==> src/rtl/pwm_pkg.sv <==
// rtl/pwm_pkg.sv - shared constants and types for the PWM update scheduler
package pwm_pkg;
    localparam int PWM_CW     = 16;
    localparam int PWM_NUM_CH = 4;

    typedef enum logic [1:0] {
        IDLE = 2'd0,
        RUN  = 2'd1,
        HALT = 2'd2
    } pwm_ch_state_t;

    localparam logic PWM_SEL_PERIOD = 1'b0;
    localparam logic PWM_SEL_DC     = 1'b1;
endpackage

==> src/rtl/pwm_ch_seq.sv <==
// rtl/pwm_ch_seq.sv - one PWM channel: FSM, counter, shadow slots and commit
module pwm_ch_seq
    import pwm_pkg::*;
#(
    parameter int CW = PWM_CW
) (
    input  logic          chosen_clk,
    input  logic          rst,
    input  logic          cnt_en,
    input  logic          oneshot,
    input  logic          wr_period,
    input  logic          wr_dc,
    input  logic [CW-1:0] wr_data,
    output logic [CW-1:0] counter,
    output logic [CW-1:0] period_reg,
    output logic [CW-1:0] dc_reg,
    output logic          pend_period,
    output logic          pend_dc,
    output logic          period_done
);
    pwm_ch_state_t state_q, state_d;
    logic [CW-1:0] counter_d;
    logic [CW-1:0] shadow_period, shadow_dc;
    logic          wrap, commit;

    // A zero period would underflow period-1, so it is treated as wrapping every cycle.
    assign wrap        = (period_reg == '0) || (counter >= period_reg - CW'(1));
    assign period_done = (state_q == RUN) && wrap;
    assign commit      = (state_q == RUN) ? wrap : 1'b1;

    always_comb begin
        state_d   = state_q;
        counter_d = '0;
        case (state_q)
            IDLE: begin
                if (cnt_en) state_d = RUN;
            end
            RUN: begin
                if (!cnt_en)
                    state_d = IDLE;
                else if (wrap && oneshot)
                    state_d = HALT;
                if (cnt_en && !wrap)
                    counter_d = counter + CW'(1);
            end
            HALT: begin
                if (!cnt_en) state_d = IDLE;
            end
            default: state_d = IDLE;
        endcase
    end

    always_ff @(posedge chosen_clk or posedge rst) begin
        if (rst) begin
            state_q       <= IDLE;
            counter       <= '0;
            period_reg    <= '0;
            dc_reg        <= '0;
            shadow_period <= '0;
            shadow_dc     <= '0;
            pend_period   <= 1'b0;
            pend_dc       <= 1'b0;
        end else begin
            state_q <= state_d;
            counter <= counter_d;
            // Commit uses the pending bits from before this edge, so a write
            // accepted on a wrap edge waits for the next wrap.
            if (commit && pend_period) begin
                period_reg  <= shadow_period;
                pend_period <= 1'b0;
            end
            if (commit && pend_dc) begin
                dc_reg  <= shadow_dc;
                pend_dc <= 1'b0;
            end
            if (wr_period) begin
                shadow_period <= wr_data;
                pend_period   <= 1'b1;
            end
            if (wr_dc) begin
                shadow_dc <= wr_data;
                pend_dc   <= 1'b1;
            end
        end
    end
endmodule

==> src/rtl/pwm_update_sched.sv <==
// rtl/pwm_update_sched.sv - 4-channel PWM counter generator and shadow update scheduler
module pwm_update_sched
    import pwm_pkg::*;
#(
    parameter int NUM_CH = PWM_NUM_CH,
    parameter int CW     = PWM_CW
) (
    input  logic                 chosen_clk,
    input  logic                 rst,
    input  logic                 cnt_en,
    input  logic                 oneshot,
    input  logic                 wr_valid,
    output logic                 wr_ready,
    input  logic [1:0]           wr_ch,
    input  logic                 wr_sel,
    input  logic [CW-1:0]        wr_data,
    output logic [NUM_CH*CW-1:0] counter,
    output logic [NUM_CH*CW-1:0] period_reg,
    output logic [NUM_CH*CW-1:0] DC_reg,
    output logic [NUM_CH-1:0]    upd_pending,
    output logic [NUM_CH-1:0]    period_done
);
    logic [NUM_CH-1:0] pend_period, pend_dc;
    logic              wr_fire;

    assign wr_ready    = ~((wr_sel == PWM_SEL_DC) ? pend_dc[wr_ch] : pend_period[wr_ch]);
    assign wr_fire     = wr_valid & wr_ready;
    assign upd_pending = pend_period | pend_dc;

    for (genvar i = 0; i < NUM_CH; i++) begin : g_ch
        logic hit;
        assign hit = wr_fire && (wr_ch == 2'(i));

        pwm_ch_seq #(.CW(CW)) u_ch (
            .chosen_clk  (chosen_clk),
            .rst         (rst),
            .cnt_en      (cnt_en),
            .oneshot     (oneshot),
            .wr_period   (hit && (wr_sel == PWM_SEL_PERIOD)),
            .wr_dc       (hit && (wr_sel == PWM_SEL_DC)),
            .wr_data     (wr_data),
            .counter     (counter[i*CW +: CW]),
            .period_reg  (period_reg[i*CW +: CW]),
            .dc_reg      (DC_reg[i*CW +: CW]),
            .pend_period (pend_period[i]),
            .pend_dc     (pend_dc[i]),
            .period_done (period_done[i])
        );
    end
endmodule

==> config.mk <==
export PLATFORM = sky130hd
export DESIGN_NAME = pwm_update_sched
export DESIGN_NICKNAME = d
export VERILOG_FILES = /design/src/rtl/pwm_pkg.sv /design/src/rtl/pwm_ch_seq.sv /design/src/rtl/pwm_update_sched.sv
export SDC_FILE = /design/constraint.sdc
export NUM_CORES = 1
export LEC_CHECK = 0
export CAP_MARGIN = 10
export CORE_ASPECT_RATIO = 1.2
export CORE_MARGIN = 3
export CORE_UTILIZATION = 44
export DETAILED_ROUTE_END_ITERATION = 6
export PLACE_DENSITY = 0.69
export SETUP_SLACK_MARGIN = 0.15
export SLEW_MARGIN = 20
export SYNTH_ARGS = -nofsm -noshare
export SYNTH_HDL_FRONTEND = slang
export SYNTH_SLANG_ARGS = --single-unit
==> constraint.sdc <==
create_clock -name chosen_clk -period 12.46 [get_ports chosen_clk]
set_input_delay 2.492 -clock chosen_clk [delete_from_list [all_inputs] [get_ports chosen_clk]]
set_output_delay 2.492 -clock chosen_clk [all_outputs]
set_load 0.01 [all_outputs]
==> results of run 1 <==
## routing by layer
metal | GRT usage (%) | vias to the layer above
li1 | - | 4889
met1 | 27.78 | 5348
met2 | 33.14 | 227
met3 | 6.152 | 45
met4 | 4.435 | 6
met5 | 0 | -
## layout make-up
class / count / share of cell area, %
clock inverter: 15 / 0.9254
inverter: 21 / 0.4344
timing repair buffer: 237 / 11.89
sequential: 336 / 42.30
multi-input combinational: 846 / 35.98
clock buffer: 52 / 5.559
tap: 462 / 2.908
## cell usage after synthesis (3+ instances only)
cell type / instances / area share, %
a2111oi_0: 3 / 0.17
a211oi_1: 5 / 0.24
a21o_1: 8 / 0.38
a21oi_1: 17 / 0.54
a311oi_1: 4 / 0.22
and2_1: 6 / 0.24
and3_1: 19 / 0.75
and4_1: 6 / 0.33
buf_2: 8 / 0.25
buf_4: 10 / 0.47
buf_6: 5 / 0.36
clkbuf_1: 15 / 0.36
dfrtp_1: 336 / 53
ha_1: 76 / 6.0
inv_1: 21 / 0.50
mux2_1: 21 / 1.5
mux2_2: 226 / 16
mux2_4: 9 / 0.85
nand2_1: 53 / 1.3
nand2b_1: 12 / 0.47
nand3_1: 35 / 1.1
nand3b_1: 3 / 0.14
nand4_1: 20 / 0.79
nor2_1: 98 / 2.3
nor2b_1: 12 / 0.47
nor3_1: 21 / 0.66
nor4_1: 14 / 0.55
nor4_2: 3 / 0.24
o21a_1: 6 / 0.28
o21ai_0: 13 / 0.41
or2_2: 4 / 0.16
or3_1: 4 / 0.16
or4_1: 4 / 0.19
xnor2_1: 43 / 2.4
xor2_1: 66 / 3.6
## per-stage QoR
| stage | utilization (%) | power, µW | instances |
|---|---|---|---|
| floorplan | - | 2369 | 1242 |
| global placement | 52.59 | 3013 | 1901 |
| detailed placement | 52.59 | 3058 | 1901 |
| CTS | 56.24 | 4218 | 1968 |
| global route | 56.33 | 4432 | 1969 |
| finish | 56.33 | 4172 | 1969 |
## path summary, 6_finish.rpt
path,to,depth (start not counted),startpoint,slack (ns)
max in group asynchronous,g_ch[1].u_ch.shadow_period[4],4,rst,7.91
worst max-delay path,wr_ready,4,wr_ch[0],5.14
min in group asynchronous,g_ch[3].u_ch.counter[3],2,rst,2.54
worst max register to register,g_ch[0].u_ch.dc_reg[9],13,g_ch[0].u_ch.period_reg[2],8.10
worst min-delay path,g_ch[3].u_ch.state_q[0],1,g_ch[3].u_ch.state_q[1],0.47
worst min register to register,g_ch[3].u_ch.state_q[0],1,g_ch[3].u_ch.state_q[1],0.47
## logic make-up after synthesis
| family | after synthesis | synth area share, % |
|---|---|---|
| flip-flops | 336 | 53.03 |
| AND/OR/NAND/NOR | 326 | 10.73 |
| adder cells (fa/ha/maj) | 76 | 5.997 |
| buffers and inverters | 60 | 2.060 |
| AO/OA/AOI/OAI | 76 | 3.393 |
| XOR/XNOR | 109 | 6.021 |
| multiplexers | 259 | 18.77 |
## worst reg2reg max path: stages, from the launching register on
cell and delay [ns]:
dfrtp_1 0.45, nor2_1 0.20, nand3_1 0.12, nor4_1 0.66, nand3_1 0.18, xor2_1 0.18
ha_1 0.29, nand4_1 0.11, or3_1 0.42, a2111oi_1 0.57, nor4_2 0.23, nor2b_1 0.17
buf_4 0.28, mux2_2 0.38
## power by group
group          switching, µW  internal [µW]
logic                    573            771
registers                283           1410
clock network            436            702
total                   1290           2880
==> flow_summary.yaml, run 1 <==
outcome:
  outcome: "complete, no violations"
routing:
  drtIter0Drc: 438
  wl_met1_um: 17360
  drtPass1Iterations: 4
  wl_met3_um: 2659
  drc_errors: 0
  final_antenna_net_count: 0
  wl_met2_um: 18630
  num_vias: 10515
  viasPerCell: 5.340
  top_layer: "met5"
  wl_um: 39340
  routedWlPerCell_um: 19.98
cells_and_area:
  diodes: 0
  multiInputGateArea_mm2: 0.007151
  drive_gt1_share_pct: 21.77
  layout_common_cells: "dfrtp_1 (336), mux2_2 (226), clkdlybuf4s50_1 (224)"
  finalNetCount: 1579
  final_area_mm2: 0.01988
  seqCellArea_mm2: 0.008408
  fill_cells: 2997
  areaGrowthSynthToFinish_pct: 25.36
  layout_commonest_cell: "dfrtp_1"
placement:
  hpwlAfterDp_um: 27650
  finalWeightedCongestion: 0.8368
  dp_slack_ns: 5.140
  placed_cell_area_mm2: 0.01856
  numPortBuffers: 224
cts:
  clkSinkCount: 336
  hold_buffers: 0
  clock_latency_ns: 0.52
  ctsResizeCount: 0
  clk_pin_slew_worst_paths_ns: 0.06
  cts_root_buf: "clkbuf_16"
  htree_num_levels: 2
  cts_tree: "done"
  postCtsSetupBuffers: 0
  cts_max_path_buffers: 3
  cts_buffers: 37
logic_synthesis:
  netlist_area_mm2: 0.01586
  synthFlopType: "dfrtp_1"
  synth.distinct_cells: 61
  syn_avg_cell_area_um2: 12.77
  synth_fp_nets: 1342
  ys.warnings.count: 0
  async_flop_share_pct: 100.0
  seq_area_frac_synth_pct: 53.03
  synth.ff_latch_count: 336
  syn_inst: 1242
  synth_edf_count: 0
setup_path:
  crit_required_ns: 9.97
  cp.arrival_ns: 4.83
  critPathMaxStageDelay_ns: 0.87
  worstSetupPathType: "in -> out"
  cp_top_family: "buffers and inverters"
  path_cells: "clkdlybuf4s50_1 -> mux4_1 -> mux2i_1 -> clkdlybuf4s50_1"
  cp_slowest_cell: "clkdlybuf4s50_1"
  critPathMaxFanout: 10
  cpMostUsedCell: "clkdlybuf4s50_1"
  start_kind: "primary input"
  cp_num_buf_inv: 2
  crit_path_end_kind: "primary output"
timing:
  finalHoldViolations: 0
  clock.fmax_mhz: 136.6
  finalCritPeriodShare_pct: 58.74
  rsz0062_at_grt: "no"
  tightest_slew_ns: 1.128
  setup_tns_ns: 0
  setup_ws_ns: 5.141
  finalSetupViolations: 0
  slew_viol_final: 0
  period_minus_slack_ns: 7.319
  clock_skew_ns: 0.01697
  relSlewSlack_pct: 24.70
  hold_ws_ns: 0.4663
power:
  powerDensity_mw_per_mm2: 209.9
  ir_drop_mv: 0.1546
  power.leakage_uw: 0.008599
floorplan:
  start_util_pct: 44.94
  dieHeight_um: 213.9
  die_area_mm2: 0.03836
  ios: 225
  fp.dieW_um: 179.3
  core-area_mm2: 0.03528
  core.rowCount: 75
global_route:
  grt_pass1_vias: 10802
  grt_max_degree: 111
  antenna_found_initial: 4
  grt_first_pass_wirelength_um: 62020
  grt-ovfl-total: 0
  globalRouteTotalUtil_pct: 20.64
run:
  drv_cap: 0
min_path:
  hold_class: "reg -> reg"
(Power assumes the default switching activity.)
==> inputs of run 2 (changes only) <==
Settings changed: PLACE_DENSITY 0.69 to 0.67.
Clock period 12.46 ns to 7.1 ns, I/O delays scaled along.
==> flow_summary.yaml, run 2 (synthesis gave the netlist of run 1 again) <==
min_path:
  whs_path_depth: 1
  hold_class: "reg -> reg"
  hold_path_end: "g_ch[3].u_ch.state_q[0]"
  min_from: "g_ch[3].u_ch.state_q[1]"
cts:
  postCtsSetupBuffers: 0
  hold_buffers: 0
  cts_root_buf: "clkbuf_16"
  clk_pin_slew_worst_paths_ns: 0.06
  clkSinkCount: 336
  ctsResizeCount: 0
  clock_latency_ns: 0.53
  htree_num_levels: 2
  cts_max_path_buffers: 3
  cts_tree: "done"
  cts_buffers: 37
setup_path:
  reg2regPathDepth: 13
  rrSetupSlack_ns: 2.77
  start_kind: "flip-flop"
  crit_required_ns: 5.68
  rr_startpoint: "g_ch[0].u_ch.period_reg[2]"
  cp_num_buf_inv: 1
  path_cells: "nor4_1 -> nand2_1 -> nor4_1 -> xnor2_1 -> ha_1 -> nand4_1 -> or3_1 -> a2111oi_1 -> nor3_1 -> nand2_1 -> and2_1 -> clkdlybuf4s50_1"
  cp.arrival_ns: 4.59
  cp_slowest_cell: "a2111oi_1"
  critPathMaxFanout: 6
  regToRegEndpoint: "g_ch[0].u_ch.dc_reg[7]"
  cp_top_family: "simple AND/OR/NAND/NOR gates"
  crit_path_end_kind: "primary output"
  worstSetupPathType: "reg -> out"
  critPathMaxStageDelay_ns: 0.59
cells_and_area:
  areaGrowthSynthToFinish_pct: 25.22
  fill_cells: 3030
  layout_common_cells: "dfrtp_1 (336), mux2_2 (226), clkdlybuf4s50_1 (224)"
  layout_commonest_cell: "dfrtp_1"
  diodes: 0
  drive_gt1_share_pct: 21.61
  finalNetCount: 1576
routing:
  drtPass1Iterations: 4
  num_vias: 10430
  routedWlPerCell_um: 20.07
  final_antenna_net_count: 0
  drtIter0Drc: 475
  drc_errors: 0
  wl_um: 39460
  viasPerCell: 5.305
floorplan:
  start_util_pct: 44.94
  ios: 225
  dieHeight_um: 213.9
  die_area_mm2: 0.03836
  core.rowCount: 75
  core-area_mm2: 0.03528
  fp.dieW_um: 179.3
run:
  drv_cap: 0
global_route:
  antenna_found_initial: 3
  grt_pass1_vias: 10774
  globalRouteTotalUtil_pct: 20.62
  grt_first_pass_wirelength_um: 62000
  grt_max_degree: 177
  grt-ovfl-total: 0
placement:
  finalWeightedCongestion: 0.8613
  numPortBuffers: 224
  hpwlAfterDp_um: 27740
timing:
  slew_viol_final: 0
  period_minus_slack_ns: 6.008
  relSlewSlack_pct: 28.02
  clock_skew_ns: 0.02697
  finalSetupViolations: 0
  rsz0062_at_grt: "no"
  clock.fmax_mhz: 166.4
  setup_tns_ns: 0
  tightest_slew_ns: 1.080
  finalHoldViolations: 0
  finalCritPeriodShare_pct: 84.62
power:
  power.leakage_uw: 0.008569
  powerDensity_mw_per_mm2: 369.3
  ir_drop_mv: 0.2615
  power.total_uw: 7333
outcome:
  outcome: "complete, no violations"
run 2: changes by cell type in the layout (fill, tap and decap cells not counted), sizes merged:
cell and delta:
clkbuf -1, inv -1, buf -3, clkinvlp +3
clkinv -1
run 2: layout make-up:
| class | instances | area [µm²] | share of cell area, % |
|---|---|---|---|
| clock buffers | 51 | 1091 | 5.495 |
| inverters | 21 | 82.58 | 0.4159 |
| well taps | 462 | 578.1 | 2.912 |
| flip-flops and latches | 336 | 8408 | 42.35 |
| multi-input cells | 846 | 7151 | 36.02 |
| clock inverters | 16 | 201.4 | 1.015 |
| repair buffers | 234 | 2342 | 11.80 |
run 2: metal layers:
metal	routed length, µm	up-vias	track usage [%]
met1	17410	5243	28.40
li1	-	4889	-
met5	11	-	0
met2	18380	241	32.28
met4	927	2	5.544
met3	2728	55	5.567
run 2: worst max path at each step:
stage,cells past startpoint,start,end,slack (ns)
floorplan,1,rst,g_ch[0].u_ch.counter[0],1.19
global placement,12,g_ch[0].u_ch.period_reg[2],period_done[0],1.85
detailed placement,12,g_ch[3].u_ch.period_reg[2],period_done[3],1.69
CTS,12,g_ch[3].u_ch.period_reg[2],period_done[3],1.10
global route,12,g_ch[3].u_ch.period_reg[2],period_done[3],0.74
finish,12,g_ch[3].u_ch.period_reg[2],period_done[3],1.09
run 2: stage by stage:
| stage | cell area (µm²) | util (%) | hold WS [ns] | cells | setup WS [ns] |
|---|---|---|---|---|---|
| 3_5_place_dp | 18560 | 52.61 | 0.4431 | 1899 | 1.693 |
| 2_1_floorplan | 15860 | - | 0.4242 | 1242 | 1.189 |
| 3_3_place_gp | 18560 | 52.61 | 0.4323 | 1899 | 1.851 |
| 5_1_grt | 19850 | 56.27 | 0.4624 | 1966 | 0.7361 |
| 4_1_cts | 19850 | 56.27 | 0.4513 | 1966 | 1.101 |
| 6_report | 19850 | 56.27 | 0.4609 | 1966 | 1.092 |
run 2: power by group:
part / internal, µW / switching (µW) / leakage [µW]
registers: 2470 / 500 / 0.00421
clock network: 1230 / 780 / 0.000626
logic: 1350 / 1010 / 0.00373
